### src/rtl/vx_scalar_scoreboard.sv
// vx_scalar_scoreboard: per-warp register scoreboard for one issue slot.
// It holds each instruction until none of its source registers, or its
// destination register, has a write outstanding. It then passes the
// instruction into a one-entry registered output stage with a valid/ready
// handshake.
// Optional feature macro: VX_SCOREBOARD_BYPASS_EN. When it is defined, a
// writeback end-of-packet clears the hazard in the same cycle. When it is
// undefined, the hazard check sees only the registered busy state.

`ifndef NUM_WARPS
`define NUM_WARPS 4
`endif
`ifndef ISSUE_WIDTH
`define ISSUE_WIDTH 1
`endif
`ifndef NR_BITS
`define NR_BITS 5
`endif
`ifndef LOG2UP
`define LOG2UP(x) (((x) > 1) ? $clog2(x) : 1)
`endif

module vx_scalar_scoreboard #(
    parameter int WARP_CNT    = `NUM_WARPS,
    parameter int ISSUE_CNT   = `ISSUE_WIDTH,
    parameter int ISSUE_WIS_W = `LOG2UP(`NUM_WARPS / `ISSUE_WIDTH),
    parameter int DATA_W      = 1
) (
    input  logic                   clk,
    input  logic                   reset,
    // instruction buffer side
    input  logic                   ibuf_valid,
    input  logic [ISSUE_WIS_W-1:0] ibuf_wis,
    input  logic                   ibuf_wb,
    input  logic [`NR_BITS-1:0]    ibuf_rd,
    input  logic [`NR_BITS-1:0]    ibuf_rs1,
    input  logic [`NR_BITS-1:0]    ibuf_rs2,
    input  logic [`NR_BITS-1:0]    ibuf_rs3,
    input  logic [DATA_W-1:0]      ibuf_data,
    output logic                   ibuf_ready,
    // operand fetch side
    output logic                   out_valid,
    output logic [ISSUE_WIS_W-1:0] out_wis,
    output logic                   out_wb,
    output logic [`NR_BITS-1:0]    out_rd,
    output logic [DATA_W-1:0]      out_data,
    input  logic                   out_ready,
    // writeback side
    input  logic                   wb_valid,
    input  logic [ISSUE_WIS_W-1:0] wb_wis,
    input  logic [`NR_BITS-1:0]    wb_rd,
    input  logic                   wb_eop,
    // performance counter
    output logic [31:0]            perf_stalls
);

    localparam int WPS      = WARP_CNT / ISSUE_CNT;
    localparam int NUM_REGS = 1 << `NR_BITS;

    // Busy bits, one row per warp in the slot.
    logic [NUM_REGS-1:0]    busy_q [WPS];
    logic [NUM_REGS-1:0]    busy_d [WPS];

    // Output stage registers.
    logic                   out_valid_q, out_valid_d;
    logic [ISSUE_WIS_W-1:0] out_wis_q,   out_wis_d;
    logic                   out_wb_q,    out_wb_d;
    logic [`NR_BITS-1:0]    out_rd_q,    out_rd_d;
    logic [DATA_W-1:0]      out_data_q,  out_data_d;
    logic [31:0]            stalls_q,    stalls_d;

    logic                   clr_en;
    logic                   accept;
    logic                   set_en;
    logic                   hazard;
    logic [NUM_REGS-1:0]    warp_busy;

    // A writeback releases its register only on the last beat.
    assign clr_en = wb_valid & wb_eop;

    // Select the busy row of the requesting warp. With the bypass enabled,
    // a same-cycle eop clear of that warp hides the bit from the check.
    always_comb begin
        warp_busy = '0;
        for (int w = 0; w < WPS; w++) begin
            if (ibuf_wis == ISSUE_WIS_W'(w)) begin
                warp_busy = busy_q[w];
            end
        end
`ifdef VX_SCOREBOARD_BYPASS_EN
        if (clr_en && (wb_wis == ibuf_wis)) begin
            warp_busy[wb_rd] = 1'b0;
        end
`endif
    end

    // Hazard detection and the acceptance handshake. Ready does not depend
    // on ibuf_valid.
    always_comb begin
        hazard = warp_busy[ibuf_rs1] | warp_busy[ibuf_rs2] | warp_busy[ibuf_rs3]
               | (ibuf_wb & warp_busy[ibuf_rd]);
        ibuf_ready = ~hazard & (~out_valid_q | out_ready);
        accept     = ibuf_valid & ibuf_ready;
        // x0 is hardwired to zero and is never tracked.
        set_en     = accept & ibuf_wb & (ibuf_rd != '0);
    end

    // Compute the next busy state. The set is applied after the clear so
    // that a set wins when both hit the same bit.
    always_comb begin
        for (int w = 0; w < WPS; w++) begin
            busy_d[w] = busy_q[w];
            if (clr_en && (wb_wis == ISSUE_WIS_W'(w))) begin
                busy_d[w][wb_rd] = 1'b0;
            end
            if (set_en && (ibuf_wis == ISSUE_WIS_W'(w))) begin
                busy_d[w][ibuf_rd] = 1'b1;
            end
        end
    end

    // Compute the next output stage and the saturating stall counter.
    always_comb begin
        out_valid_d = out_valid_q;
        out_wis_d   = out_wis_q;
        out_wb_d    = out_wb_q;
        out_rd_d    = out_rd_q;
        out_data_d  = out_data_q;
        stalls_d    = stalls_q;
        if (accept) begin
            out_valid_d = 1'b1;
            out_wis_d   = ibuf_wis;
            out_wb_d    = ibuf_wb;
            out_rd_d    = ibuf_rd;
            out_data_d  = ibuf_data;
        end else if (out_ready) begin
            out_valid_d = 1'b0;
        end
        if (ibuf_valid && hazard && (stalls_q != 32'hFFFF_FFFF)) begin
            stalls_d = stalls_q + 32'd1;
        end
    end

    // State registers. Reset drops the in-flight entry and all busy bits.
    always_ff @(posedge clk) begin
        if (reset) begin
            for (int w = 0; w < WPS; w++) begin
                busy_q[w] <= '0;
            end
            out_valid_q <= 1'b0;
            out_wis_q   <= '0;
            out_wb_q    <= 1'b0;
            out_rd_q    <= '0;
            out_data_q  <= '0;
            stalls_q    <= '0;
        end else begin
            for (int w = 0; w < WPS; w++) begin
                busy_q[w] <= busy_d[w];
            end
            out_valid_q <= out_valid_d;
            out_wis_q   <= out_wis_d;
            out_wb_q    <= out_wb_d;
            out_rd_q    <= out_rd_d;
            out_data_q  <= out_data_d;
            stalls_q    <= stalls_d;
        end
    end

    assign out_valid   = out_valid_q;
    assign out_wis     = out_wis_q;
    assign out_wb      = out_wb_q;
    assign out_rd      = out_rd_q;
    assign out_data    = out_data_q;
    assign perf_stalls = stalls_q;

endmodule

### config.mk
export PLATFORM = sky130hd
export DESIGN_NAME = vx_scalar_scoreboard
export DESIGN_NICKNAME = d
export VERILOG_FILES = /design/src/rtl/vx_scalar_scoreboard.sv
export SDC_FILE = /design/constraint.sdc
export NUM_CORES = 1
export LEC_CHECK = 0
export ABC_AREA = 0
export BUFFER_PORTS_ARGS = -buffer_cell sky130_fd_sc_hd__buf_2
export CAP_MARGIN = 30
export CELL_PAD_IN_SITES_DETAIL_PLACEMENT = 0
export CELL_PAD_IN_SITES_GLOBAL_PLACEMENT = 2
export CORE_MARGIN = 4
export CORE_UTILIZATION = 39
export DETAILED_ROUTE_END_ITERATION = 10
export MAX_ROUTING_LAYER = met4
export PLACE_DENSITY = 0.81
export SLEW_MARGIN = 20
export SYNTH_ARGS = -nofsm -noshare
export SYNTH_HDL_FRONTEND = slang
export SYNTH_SLANG_ARGS = --single-unit
### constraint.sdc
create_clock -name clk -period 4.3 [get_ports clk]
set_input_delay 0.645 -clock clk [delete_from_list [all_inputs] [get_ports clk]]
set_output_delay 0.645 -clock clk [all_outputs]
set_load 0.02 [all_outputs]
Word-level counts from Yosys, hierarchy flattened
Memories as Yosys holds them, arrays and structs flattened.
Cells that the tools add are included.
Operators by class
  add/subtract/negate cells: 1
  $lt $le $gt $ge: 7
  eq/ne operators: 7
  mux-type cells: 33
  bitwise operators: 25
  reduce and logical (&&, ||, !) cells: 16
Operator list (count)
  2-to-1 mux 32 bit: 16
  AND 32 bit: 4
  bitwise OR 32 bit: 4
  adder 32 x 1 -> 32 bit (second input constant): 1
  != test 32 bit (second input constant): 1
  NOT 32 bit: 1
  less-than comparator 5 x 6 -> 1 bit (second input constant): 5
  binary-select mux 1 bit (select 5 bit): 4
  logical AND 1 bit: 12
  2-to-1 mux 1 bit: 11
  demux 1 bit (select 5 bit): 2
  greater-or-equal comparator 5 x 1 -> 1 bit (second input constant): 2
  equality test 2 bit (second input constant): 4
  bitwise OR 1 bit: 8
  AND 1 bit: 6
  nonzero test 5 bit: 1
  equality test 2 x 1 -> 1 bit (second input constant): 2
  logical NOT 2 bit: 2
  NOT 1 bit: 2
  nonzero test 2 bit: 1
Storage, ports and cells
  flip-flop bits (word level): 42
  RAM bits: 128
  input port bits: 37
  output and inout bits: 43
  logic and storage cells: 96
  memories: 1
Memory list
  busy_q: depth 4, width 32, read ports 4, clocked after Yosys merged registers in 0, write ports 4, line 61  | logic [NUM_REGS-1:0] busy_q [WPS];

Longest topological paths before layout
  depth in word-level cells: 18
  mapped depth: 15
  depth with buffers taken out: 9

Worst setup path before layout
OpenSTA, ideal clock, no wires.
  path kind: input -> output
  start point: in ibuf_wis[1]
  end point: out ibuf_ready
  arrival time: 2.997 ns
  required time: 3.655 ns
  path slack: 0.658 ns
  stages: 9
  path buffers: 2
  cell sequence: clkbuf_1 -> clkbuf_1 -> mux4_2 -> mux4_2 -> mux2i_1 -> nand2_1 -> and3_1 -> a211oi_2 -> and3_1
Between the ends
  longest elaborated chain between the ends: 12
  elaborated cells on any way between the ends: 22
  classes of those cells: 3 x eq/ne; 12 x mux; 6 x bitwise; 1 x reduce/logical
RTL lines
  start, declared: line 33  | input logic [ISSUE_WIS_W-1:0] ibuf_wis,
  logical NOT 2 bit: line 86  | if (ibuf_wis == ISSUE_WIS_W'(w)) begin
  2-to-1 mux 32 bit (3 in a row): line 86
  2-to-1 mux 32 bit (*): line 86
  binary-select mux 1 bit (select 5 bit): line 100  | hazard = warp_busy[ibuf_rs1] | warp_busy[ibuf_rs2] | warp_busy[ibuf_rs3]
  2-to-1 mux 1 bit (implied by the code): line 100
  bitwise OR 1 bit (2 in a row): line 100
  bitwise OR 1 bit (*): line 101  | | (ibuf_wb & warp_busy[ibuf_rd]);
  NOT 1 bit (*): line 102  | ibuf_ready = ~hazard & (~out_valid_q | out_ready);
  AND 1 bit (*): line 102
  end, declared: line 40  | output logic ibuf_ready,
Every way passes the cells marked *; elsewhere a longest branch is shown, timed or not. The select of a mux whose other input is x is not followed.

Final worst setup path
  start point: in ibuf_rs3[0]
  end point: out ibuf_ready
Between the ends
  longest elaborated chain between the ends: 6
RTL lines
  start, declared: line 38  | input logic [`NR_BITS-1:0] ibuf_rs3,
  binary-select mux 1 bit (select 5 bit): line 100
  2-to-1 mux 1 bit (implied by the code): line 100
  bitwise OR 1 bit: line 100
  bitwise OR 1 bit: line 101
  NOT 1 bit: line 102
  AND 1 bit: line 102
Every way passes these cells. The select of a mux whose other input is x is not followed.

==> results.py <==
metrics = {
    "run_status": {
        "status": "complete, no violations",
    },
    "setup_path": {
        "crit_path_end_kind": "primary output",
        "path_max_fanout": 18,
        "critPathRequiredTime_ns": 3.65,
        "path_buf_inv": 3,
        "worstPathArrival_ns": 3.46,
        "r2r_cells": 9,
        "rr_endpoint": "busy_q[2][31]",
        "criticalPathCategory": "in2out",
        "cp_cell_sequence": "buf_2, buf_4, mux4_2, mux2i_1, o21ai_0, o211ai_1, a32oi_1, nor2_1, and3_1, buf_2",
        "worst-r2r-setup-slack_ns": 0.90,
        "r2r_start": "busy_q[3][3]",
        "crit_family": "buffers and inverters",
        "crit_path_frequent_cell": "buf_2",
        "slowest_delay_ns": 0.52,
        "start_kind": "input pin",
        "slowest_stage": "mux4_2",
    },
    "clock_tree": {
        "cts_buffer_depth": 2,
        "ctsResizeCount": 0,
        "cts-root-buf": "clkbuf_16",
        "htreeDepth": 4,
        "cts.sinks": 170,
        "cts_tree": "built",
        "cts-buffers-inserted": 17,
        "cts_setup_buffers": 0,
        "path_clk_slew_ns": 0.07,
        "cts_hold_buf": 0,
        "worstSkewPairLatency_ns": 0.45,
    },
    "route": {
        "drt_wl_total_microns": 37400,
        "vias_per_cell": 6.530,
        "antenna_left": 0,
        "vias": 9704,
        "drc": 0,
        "routedWlPerCell_microns": 25.17,
        "drt_first_pass_iters": 5,
        "drtIter0Drc": 882,
    },
    "place": {
        "hpwl_microns": 25620,
        "dpl_worst_slack_ns": -0.02357,
        "gp_congestion": 0.9189,
        "place.port_buffers": 79,
    },
    "global_routing": {
        "globalRouteMet2Util_pct": 38.23,
        "grt_pass1_vias": 9463,
        "busiest_layer": "met2",
        "grt_pass1_wl_microns": 57570,
        "gr-usage-met3_pct": 7.263,
        "gr-total-overflow": 0,
        "grtUsageTotal_pct": 26.26,
        "grt_max_degree": 79,
        "antenna_found_initial": 0,
        "met1_usage_pct": 35.52,
    },
    "cells_and_area": {
        "mostFrequentLayoutCells": "dfxtp_1, o211ai_1, nand2_1",
        "diodes": 0,
        "fin_util_pct": 45.22,
        "layout-drive-gt1-share_pct": 23.98,
        "area_growth_pct": 13.67,
        "nNetsFinal": 1176,
        "final_common_cell": "dfxtp_1",
    },
    "timing": {
        "timing.slew.headroom_pct": 35.96,
        "fin_crit_sh_pct": 95.48,
        "fin_crit_ns": 4.105,
        "skew_ns": 0.01991,
        "fmax_mhz": 243.6,
        "drv_slew": 0,
        "rsz0062_at_grt": "false",
        "setup_ws_ns": 0.1946,
        "finalHoldViolCount": 0,
        "tightest_slew_ns": 0.9585,
        "setup_viol": 0,
    },
    "worst_hold_path": {
        "hp-class": "in2reg",
        "hold_depth": 3,
        "min_to": "out_data",
        "worstHoldStart": "ibuf_data",
    },
    "synthesis": {
        "avgSynthCellArea_sq_um": 9.582,
        "synth.area.top_cells": "dfxtp_1, mux4_2, o211ai_1",
        "synth_top_area_share_pct": 32.74,
        "seq_area_frac_synth_pct": 32.74,
        "syn_area_sq_mm": 0.01040,
        "synthDistinctLibCells": 68,
        "synth_cells": 1085,
        "syn_nets": 1123,
        "synth_edf_count": 0,
        "yosys.area.top_type": "dfxtp_1",
        "synth_ff_type": "dfxtp_1",
        "synthArstFlopShare_pct": 0,
        "synth_seq_cells": 170,
        "yosys_warnings": 0,
    },
    "floorplanning": {
        "fp-row-count": 59,
        "fp.dieW_microns": 171.3,
        "coreArea_sq_mm": 0.02613,
        "dieHeight_microns": 171.3,
        "fp.dieArea_sq_mm": 0.02933,
        "floorplan.initialDensity_pct": 39.78,
        "num_io_pins": 80,
    },
    "pwr": {
        "power_density_mw_per_mm2": 302.2,
        "peakVddDrop_mv": 0.1845,
        "power_leakage_uw": 0.004117,
        "power_uw": 3571,
    },
    "flow_run": {
        "cap_violations": 0,
    },
}
## cells by family (layout without fill, tap and decap cells)
group | after synthesis | after routing | synth area share [%]
flops | 170 | 170 | 32.74
xor+xnor | 5 | 5 | 0.4212
simple gates | 281 | 281 | 13.41
fa+ha+maj | 1 | 1 | 0.1203
compound gates | 366 | 366 | 23.16
buf+inv | 107 | 173 | 4.814
mux | 155 | 155 | 25.35
## area by class of cell
class                           count  area, sq um
Clock buffer                       17        425.4
Clock inverter                     15        157.7
Fill cell                        2515        14320
Inverter                           10        40.04
Multi-Input combinational cell    808         6492
Sequential cell                   170         3403
Tap cell                          335        419.2
Timing Repair Buffer              131        879.6
## worst register-to-register path, cell delays in order, from the launching register on
cell and delay [ns]:
dfxtp_1 0.35, mux4_2 0.53, nor2_1 0.17, o22ai_1 0.09, a2111o_1 0.47, o2111a_1 0.19
a211oi_2 0.37, nand4_1 0.27, or3b_4 0.67, o21ai_0 0.23
## power breakdown
part	switching, uW	internal [uW]
sequential	6.37	1580
clock	785	778
combinational	281	141
total	1070	2500
## metrics by stage
stage | area, sq um | hold WS (ns) | setup TNS (ns) | cells
6_report | 11820 | 0.4325 | 0 | 1486
5_1_grt | 11820 | 0.4643 | 0 | 1486
4_1_cts | 11810 | 0.4289 | 0 | 1486
3_5_place_dp | 11230 | 0.4833 | -0.02357 | 1454
3_3_place_gp | 11230 | 0.4724 | 0 | 1454
2_1_floorplan | 10400 | 0.4616 | 0 | 1085
## worst max-delay path by stage
stage,from,endpoint,depth (start not counted)
6_report,ibuf_rs3[0],ibuf_ready,10
3_3_place_gp,ibuf_wis[0],busy_q[2][31],12
3_5_place_dp,ibuf_wis[0],busy_q[2][31],12
2_1_floorplan,ibuf_wis[1],ibuf_ready,9
5_1_grt,ibuf_rs3[0],ibuf_ready,10
4_1_cts,ibuf_wis[0],ibuf_ready,11
## per-layer routing
metal	part of all wire, %	wire length, microns
met4	3.1	1160
met2	44	16380
met5	0	0
met3	8.5	3189
met1	45	16670
## synth_stat cells, drive strengths merged, types with 3 or more instances
| cell type | n |
|---|---|
| buf | 36 |
| mux2i | 54 |
| o21a | 7 |
| nand4 | 10 |
| mux2 | 16 |
| nand2 | 97 |
| or4 | 11 |
| o221ai | 3 |
| or2 | 3 |
| nor2b | 13 |
| mux4 | 85 |
| and4 | 3 |
| xnor2 | 4 |
| o211ai | 130 |
| nor4 | 6 |
| o22ai | 3 |
| nor2 | 44 |
| or3 | 10 |
| o311ai | 4 |
| o21ai | 139 |
| a21oi | 21 |
| and2 | 9 |
| nor3b | 4 |
| o31ai | 13 |
| a22oi | 5 |
| nand3 | 39 |
| a211oi | 6 |
| inv | 9 |
| clkbuf | 61 |
| o211a | 4 |
| or3b | 3 |
| a221oi | 3 |
| and3 | 15 |
| nor3 | 8 |
| dfxtp | 170 |
| a31oi | 6 |
## flip-flops by register name, summed over array words and instances (netlist names)
| signal | count |
|---|---|
| out_valid | 1 |
| out_wb | 1 |
| out_rd | 5 |
| out_wis | 2 |
| out_data | 1 |
| perf_stalls | 32 |
| busy_q | 128 |
Note: power is estimated with default switching activity, not from simulation.
